`src/rtl/memory_access_stage_pkg.sv`:
```
`default_nettype none
// ----------------------------------------------------------------------------
// memory_access_stage_pkg : Y86-64 icodes, status codes and M-stage FSM states
// Rev 1.0
// ----------------------------------------------------------------------------
package memory_access_stage_pkg;

    localparam logic [3:0] IHALT   = 4'h0;
    localparam logic [3:0] INOP    = 4'h1;
    localparam logic [3:0] IRRMOVQ = 4'h2;
    localparam logic [3:0] IIRMOVQ = 4'h3;
    localparam logic [3:0] IRMMOVQ = 4'h4;
    localparam logic [3:0] IMRMOVQ = 4'h5;
    localparam logic [3:0] IOPQ    = 4'h6;
    localparam logic [3:0] IJXX    = 4'h7;
    localparam logic [3:0] ICALL   = 4'h8;
    localparam logic [3:0] IRET    = 4'h9;
    localparam logic [3:0] IPUSHQ  = 4'hA;
    localparam logic [3:0] IPOPQ   = 4'hB;

    localparam logic [2:0] SAOK = 3'd1;
    localparam logic [2:0] SHLT = 3'd2;
    localparam logic [2:0] SADR = 3'd3;
    localparam logic [2:0] SINS = 3'd4;

    typedef enum logic [1:0] {
        MS_IDLE = 2'd0,
        MS_BUSY = 2'd1,
        MS_DONE = 2'd2
    } ms_state_t;

endpackage
`default_nettype wire

```
`src/rtl/memory_access_stage_if.sv`:
```
`default_nettype none
// ----------------------------------------------------------------------------
// memory_access_stage_if : data-memory req/ready bus between M stage and dmem
// Rev 1.0
// ----------------------------------------------------------------------------
interface memory_access_stage_if;
    logic        req;
    logic        we;
    logic [63:0] addr;
    logic [63:0] wdata;
    logic        ready;
    logic [63:0] rdata;
    logic        err;

    modport master (
        output req, we, addr, wdata,
        input  ready, rdata, err
    );

    modport slave (
        input  req, we, addr, wdata,
        output ready, rdata, err
    );
endinterface
`default_nettype wire

```
`src/rtl/memory_access_stage_mem_ctrl_decode.sv`:
```
`default_nettype none
// ----------------------------------------------------------------------------
// mem_ctrl_decode : icode -> read / write / address-from-valA select
// Rev 1.0
// ----------------------------------------------------------------------------
module mem_ctrl_decode
    import memory_access_stage_pkg::*;
(
    input  logic [3:0] icode,
    output logic       rd,
    output logic       wr,
    output logic       sel_vala
);

    always_comb begin
        rd       = 1'b0;
        wr       = 1'b0;
        sel_vala = 1'b0;
        case (icode)
            IMRMOVQ: rd = 1'b1;
            IPOPQ,
            IRET: begin
                rd       = 1'b1;
                sel_vala = 1'b1;
            end
            IRMMOVQ,
            IPUSHQ,
            ICALL:   wr = 1'b1;
            default: ;
        endcase
    end

endmodule
`default_nettype wire

```
`src/rtl/memory_access_stage.sv`:
```
`default_nettype none
// ----------------------------------------------------------------------------
// memory_access_stage : Y86-64 M stage, one variable-latency dmem access per
// instruction; define MEM_TIMEOUT_EN to bound the wait for dmem ready. Rev 1.0
// ----------------------------------------------------------------------------
module memory_access_stage
    import memory_access_stage_pkg::*;
#(
    parameter int unsigned DMEM_BYTES     = 65536,
    parameter int unsigned TIMEOUT_CYCLES = 64
) (
    input  logic                          clk_i,
    input  logic                          rst_n_i,
    input  logic [2:0]                    M_stat_i,
    input  logic [3:0]                    M_icode_i,
    input  logic [63:0]                   M_valE_i,
    input  logic [63:0]                   M_valA_i,
    output logic [2:0]                    m_stat_o,
    output logic [63:0]                   m_valM_o,
    output logic                          m_stall_o,
    memory_access_stage_if.master         dmem
);

    localparam logic [63:0] c_ADDR_MAX = 64'(DMEM_BYTES) - 64'd8;

    ms_state_t   r_state;
    ms_state_t   w_state_nxt;

    logic        w_rd;
    logic        w_wr;
    logic        w_sel_vala;
    logic [63:0] w_addr;
    logic        w_mem_op;
    logic        w_range_bad;
    logic        w_issue;
    logic        w_tmo_hit;
    logic        w_busy_end;

    logic        r_req;
    logic        r_we;
    logic [63:0] r_addr;
    logic [63:0] r_wdata;
    logic [63:0] r_valm;
    logic        r_err;

    mem_ctrl_decode u_decode (
        .icode    (M_icode_i),
        .rd       (w_rd),
        .wr       (w_wr),
        .sel_vala (w_sel_vala)
    );

    assign w_addr      = w_sel_vala ? M_valA_i : M_valE_i;
    assign w_mem_op    = (w_rd || w_wr) && (M_stat_i == SAOK);
    assign w_range_bad = w_mem_op && (w_addr > c_ADDR_MAX);
    assign w_issue     = (r_state == MS_IDLE) && w_mem_op && !w_range_bad;
    assign w_busy_end  = (r_state == MS_BUSY) && (dmem.ready || w_tmo_hit);

`ifdef MEM_TIMEOUT_EN
    localparam int unsigned c_TMO_W = (TIMEOUT_CYCLES > 1) ? $clog2(TIMEOUT_CYCLES) : 1;

    logic [c_TMO_W-1:0] r_tmo_cnt;

    // Counts completed BUSY cycles; a ready in the last allowed cycle still wins.
    always_ff @(posedge clk_i or negedge rst_n_i) begin
        if (!rst_n_i) begin
            r_tmo_cnt <= '0;
        end else if (r_state != MS_BUSY) begin
            r_tmo_cnt <= '0;
        end else begin
            r_tmo_cnt <= r_tmo_cnt + c_TMO_W'(1);
        end
    end

    assign w_tmo_hit = (r_state == MS_BUSY) && !dmem.ready &&
                       (r_tmo_cnt == c_TMO_W'(TIMEOUT_CYCLES - 1));
`else
    assign w_tmo_hit = 1'b0 && (TIMEOUT_CYCLES != 0);
`endif

    always_ff @(posedge clk_i or negedge rst_n_i) begin
        if (!rst_n_i) begin
            r_state <= MS_IDLE;
        end else begin
            r_state <= w_state_nxt;
        end
    end

    always_comb begin
        w_state_nxt = r_state;
        case (r_state)
            MS_IDLE: if (w_issue)    w_state_nxt = MS_BUSY;
            MS_BUSY: if (w_busy_end) w_state_nxt = MS_DONE;
            MS_DONE:                 w_state_nxt = MS_IDLE;
            default:                 w_state_nxt = MS_IDLE;
        endcase
    end

    always_ff @(posedge clk_i or negedge rst_n_i) begin
        if (!rst_n_i) begin
            r_req   <= 1'b0;
            r_we    <= 1'b0;
            r_addr  <= '0;
            r_wdata <= '0;
            r_valm  <= '0;
            r_err   <= 1'b0;
        end else if (w_issue) begin
            r_req   <= 1'b1;
            r_we    <= w_wr;
            r_addr  <= w_addr;
            r_wdata <= M_valA_i;
            r_err   <= 1'b0;
        end else if (w_busy_end) begin
            r_req <= 1'b0;
            r_err <= dmem.ready ? dmem.err : 1'b1;
            if (dmem.ready && !r_we) begin
                r_valm <= dmem.rdata;
            end
        end else if (r_state == MS_DONE) begin
            r_err <= 1'b0;
        end
    end

    assign dmem.req   = r_req;
    assign dmem.we    = r_we;
    assign dmem.addr  = r_addr;
    assign dmem.wdata = r_wdata;
    assign m_valM_o   = r_valm;

    // Stall is held off during reset so pipeline control never sees a stale request.
    assign m_stall_o = rst_n_i && w_mem_op && !w_range_bad && (r_state != MS_DONE);

    always_comb begin
        m_stat_o = M_stat_i;
        if (w_range_bad || ((r_state == MS_DONE) && r_err)) begin
            m_stat_o = SADR;
        end
    end

endmodule
`default_nettype wire

```
`src/flat_wrapper.sv`:
```
// flat-port wrapper written by rule: the top's interface ports become plain ports
module memory_access_stage_flat import memory_access_stage_pkg::*;
#(
    parameter int unsigned DMEM_BYTES     = 65536,
    parameter int unsigned TIMEOUT_CYCLES = 64
)
  (clk_i, rst_n_i, M_stat_i, M_icode_i, M_valE_i, M_valA_i, m_stat_o, m_valM_o, m_stall_o, dmem_req, dmem_we, dmem_addr, dmem_wdata, dmem_ready, dmem_rdata, dmem_err);
  memory_access_stage_if dmem_i ();
  input  logic clk_i;
  input  logic rst_n_i;
  input  logic [2:0] M_stat_i;
  input  logic [3:0] M_icode_i;
  input  logic [63:0] M_valE_i;
  input  logic [63:0] M_valA_i;
  output logic [2:0] m_stat_o;
  output logic [63:0] m_valM_o;
  output logic m_stall_o;
  output wire logic [$bits(dmem_i.req)-1:0] dmem_req;
  output wire logic [$bits(dmem_i.we)-1:0] dmem_we;
  output wire logic [$bits(dmem_i.addr)-1:0] dmem_addr;
  output wire logic [$bits(dmem_i.wdata)-1:0] dmem_wdata;
  input wire logic [$bits(dmem_i.ready)-1:0] dmem_ready;
  input wire logic [$bits(dmem_i.rdata)-1:0] dmem_rdata;
  input wire logic [$bits(dmem_i.err)-1:0] dmem_err;
  assign dmem_req = dmem_i.req;
  assign dmem_we = dmem_i.we;
  assign dmem_addr = dmem_i.addr;
  assign dmem_wdata = dmem_i.wdata;
  assign dmem_i.ready = dmem_ready;
  assign dmem_i.rdata = dmem_rdata;
  assign dmem_i.err = dmem_err;
  memory_access_stage #(.DMEM_BYTES(DMEM_BYTES), .TIMEOUT_CYCLES(TIMEOUT_CYCLES)) u_core (.clk_i(clk_i), .rst_n_i(rst_n_i), .M_stat_i(M_stat_i), .M_icode_i(M_icode_i), .M_valE_i(M_valE_i), .M_valA_i(M_valA_i), .m_stat_o(m_stat_o), .m_valM_o(m_valM_o), .m_stall_o(m_stall_o), .dmem(dmem_i));
endmodule
```
`config.mk`:
```
export PLATFORM = sky130hd
export DESIGN_NAME = memory_access_stage_flat
export DESIGN_NICKNAME = d
export VERILOG_FILES = /design/src/rtl/memory_access_stage_pkg.sv /design/src/rtl/memory_access_stage_if.sv /design/src/rtl/memory_access_stage_mem_ctrl_decode.sv /design/src/rtl/memory_access_stage.sv /design/src/flat_wrapper.sv
export SDC_FILE = /design/constraint.sdc
export NUM_CORES = 1
export LEC_CHECK = 0
export BUFFER_PORTS_ARGS = -buffer_cell sky130_fd_sc_hd__clkbuf_2
export CORE_AREA = 3 3 154 156
export DETAILED_ROUTE_END_ITERATION = 6
export DIE_AREA = 0 0 157 159
export HOLD_SLACK_MARGIN = 0.08
export PLACE_DENSITY = 0.73
export SYNTH_ARGS = -nofsm -noshare
export SYNTH_HDL_FRONTEND = slang
export SYNTH_HIERARCHICAL = 1
export SYNTH_SLANG_ARGS = --single-unit
```
`constraint.sdc`:
```
create_clock -name clk_i -period 4.2 [get_ports clk_i]
set_clock_uncertainty 0.05 [all_clocks]
set_input_delay 0.63 -clock clk_i [delete_from_list [all_inputs] [get_ports clk_i]]
set_output_delay 0.63 -clock clk_i [all_outputs]
set_load 0.02 [all_outputs]
```
==> summary.md <==
| Metric | Value |
|---|---|
| Run status | finished clean |
| Number of global-route vias before repair | about 6,100 |
| Initial detailed-routing violation count | 216 |
| Crit path buf inv count | 3 |
| Slowest cell on crit path | o2111ai_1 |
| Cell Chain, Critical Path | clkbuf_2, nand2b_1, nor2_2, buf_4, mux2i_1, nor3_1, nand4_1, o2111ai_1, a221o_1, clkbuf_2 |
| Classification of the worst-slack hold path | input pin to async pin |
| Crit Path Class | input pin to output port |
| Leading register cell type out of synthesis | dfrtp_1 |
| Kind of cell adding the most delay to the critical path | simple AND/OR/NAND/NOR gates |
| Count of hold-fix buffers inserted at cts | 0 |
| Clock edge transition at the registers on the reported setup and hold paths | 70 ps |
| Nets in the synthesized netlist | 720 |
| Internal power of the cells | ~2.8 mW |
| Maximum clock frequency | 271.9 MHz |
| Standard-cell row count | 55 |
| Drt drc | 0 |
| Sequential fraction of the synthesis area | 64.22% |
| Part of the total power dissipated in the clock network | 44.2% |
| Final global-route overflow total | 0 |
| CP Launch Type | input pin |
| Final design area excluding fillers | 10,680 um^2 |
| Post-synthesis mux area share | between 20% and 30% |
| Worst stage delay on the critical path | 480 ps |
| TritonCTS clock tree | built |
| Peak VDD IR | 0.2625 mV |
| Final estimated routing congestion in global placement | around 0.8 |
| Placeable core area | 22,500 um^2 |
| Most frequent standard cell in the layout excluding fill and tap cells | clkbuf_2 |
| First-pass GRT wire length | ~33,000 um |
| Worst rel slew slack | about half |
| Final nets | 1,122 |
| Sequential share of power | 50.8% |
| Setup bufs post-CTS | 0 |
| Via density per instance | approximately 4.7 |
| Final worst path period need | 3678 ps |
| Hold violation total from the final report | 0 |
| Number of gates resized after cts | 0 |
| Worst Setup End Kind | output port |
| Clock H-tree levels | 4 |
| Part of the total power dissipated in combinational logic | about 5.1% |
| Final-report max-slew violation count | 0 |
| Final routed wire length divided by cell count | roughly 18 um |
| Number of enable-type register cells in the synthesized netlist | 0 |
| Synth unique cells | 36 |
| Count of input and output buffers | 400 |
| Cell at the root of the clock tree | clkbuf_16 |
| XOR/XNOR Fraction of Synth Area | 0% |
| Signed area change from the synthesized netlist to the final layout | 39.12% |
| RSZ-0062 raised after global routing | no |
| Number of detailed-route iterations in the first pass | 4 |
| Total Negative Setup Slacks | 0 ps |
| Reported max-cap violation count | 0 |
| Deepest clock path buffer count | 2 |
| Number of routed nets with antenna violations | 0 |
| Compound-cell area share of the yosys netlist | 1.972% |
| CP Data Arrival Time | around 3000 ps |
| Count of warnings emitted by yosys | 6 |
| Pin count of the biggest net entering global routing | 139 |
| Routed via count | 5,697 |
| Initial Util | 34.11% |
| Arithmetic-cell share of the synthesized area counting full adders, half adders and majority gates | 0% |
| Fin crit share | 87.57% |
| Worst skew pair latency | 420 ps |
| Net switching share of the total power | between 20% and 30% |
| FFs w/ async S/R, synth | 100.0% |
| Measured slew at the worst slew-check pin | 724.5 ps |
| Synth Cell Area | 7676 um^2 |
| Width of the chip | 157 um |
| TritonCTS buffer count | 17 |
| Cell count along the critical path | 10 |
| Placed inst area | 10,070 um^2 |
| Vertical die dimension | 159 um |
| Total power density per cell area | 349.3 nW/um^2 |
| Total half-perimeter wirelength after legalization and detailed placement | 16,780 um |
| Number of cells traversed by the worst register-to-register path | 5 |
| Routed wire length | 21,720 um |
| Overall global routing resource usage | 17.20% |
| Antenna violations before repair | 1 |
| Post-synthesis simple-gate area fraction | under 10% |
| Switching power | slightly above 900 uW |
| Die Area | roughly 25,000 um^2 |
| Number of diodes | 0 |
| Ratio of cells with drive above 1 in the final layout | 55.58% |
| Most frequent CP cell | clkbuf_2 |
| Per-instance average area after synthesis | between 10 and 15 um^2 |
| Highest-count cells in the layout ignoring fill and taps | 399 x clkbuf_2, 197 x dfrtp_1, 79 x mux2_1, 76 x mux2_2, 50 x and2_1 |
| Hold WS | between 100 and 150 ps |
| Cell count after synthesis | 517 |
| Final-report setup violation count | 0 |
| WP data required | 3520 ps |
| Worst-path maximum fanout | 23 |
| Total I/O pin count | 401 |
| Leak Pwr | 6.137 nW |
| Seq cells post-synth | 197 |
| Main combinational cell family by area after synthesis | multiplexers |
| Count of clock tree sinks | 197 |
-- worst register-to-register path: cells and delay by family (launching register included) --
family          cells  cell delay [ps]
buf+inv             1              270
compound gates      2              840
simple gates        1              330
mux                 1              390
flops               1              450
-- cells by family after synthesis --
kind of cell,count (synthesis)
DFF,197
and+or+nand+nor,112
muxes,160
AOI/OAI and AO/OA,20
buffers and inverters,28
-- area by class of cell --
type / count / area (um^2)
Timing Repair Buffer: 406 / 2106
Fill cell: 2061 / 11820
Inverter: 5 / 18.77
Sequential cell: 197 / 4930
Multi-Input combinational cell: 292 / 2656
Clock buffer: 17 / 425.4
Clock inverter: 15 / 186.4
Tap cell: 285 / 356.6
-- worst paths after layout --
kind / startpoint / end / slack [ps]
max: M_icode_i[2] / m_stat_o[1] / 520
min: rst_n_i / u_core/dmem.wdata[44]$_DFFE_PN0P_ / 130
max reg2reg: u_core/r_state[0]$_DFFE_PN0P_ / u_core/dmem.wdata[59]$_DFFE_PN0P_ / 1750
min reg2reg: u_core/r_state[1]$_DFFE_PN0P_ / u_core/r_state[0]$_DFFE_PN0P_ / 440
max in group asynchronous: rst_n_i / u_core/m_valM_o[16]$_DFFE_PN0P_ / 2830
min in group clk_i: dmem_rdata[50] / u_core/m_valM_o[50]$_DFFE_PN0P_ / 370
-- metal layers --
metal,global-route usage [%],part of all wire [%],up-vias
met5,0,0.060,-
met3,4.675,8.0,31
met1,19.05,37,2756
met4,6.208,2.4,2
met2,31.23,52,257
li1,-,-,2651
-- synth_stat cells (all sizes together) (4+ instances only) --
| cell | n | area (um^2) |
|---|---|---|
| dfrtp | 197 | 4930 |
| mux2 | 155 | 1745 |
| and2 | 50 | 312.8 |
| nor4 | 20 | 125.1 |
| clkbuf | 12 | 45.04 |
| buf | 11 | 53.80 |
| nand4 | 9 | 56.30 |
| nor2 | 6 | 22.52 |
| a21oi | 5 | 25.02 |
| inv | 5 | 18.77 |
| mux2i | 5 | 50.05 |
| nand2 | 4 | 15.01 |
| nand3 | 4 | 20.02 |
| nor2b | 4 | 25.02 |
-- power by group through the flow --
stage | registers [mW] | logic, mW | clock network, mW
finish | 1.89 | 0.189 | 1.65
global route | 1.89 | 0.211 | 1.78
CTS | 1.89 | 0.194 | 1.70
detailed placement | 1.93 | 0.193 | 0
global placement | 1.93 | 0.192 | 0
floorplan | 1.93 | 0.0312 | 0
-- through the flow --
stage	std cells	utilization [%]	setup slack, ps	total power, mW
finish	1217	47.46	521.9	3.730
global route	1217	47.46	365.5	3.890
CTS	1217	47.46	478.8	3.787
detailed placement	1185	44.74	499.6	2.125
global placement	1185	44.74	531.2	2.124
floorplan	517	-	881.6	1.964
-- state kept, by name, summed over array words and instances, names as in the netlist --
register / count
u_core/dmem.wdata: 64
u_core/dmem.addr: 64
u_core/r_err: 1
u_core/m_valM_o: 64
u_core/r_state: 2
u_core/dmem.we: 1
u_core/dmem.req: 1
Note: power is estimated with default switching activity, not from simulation.
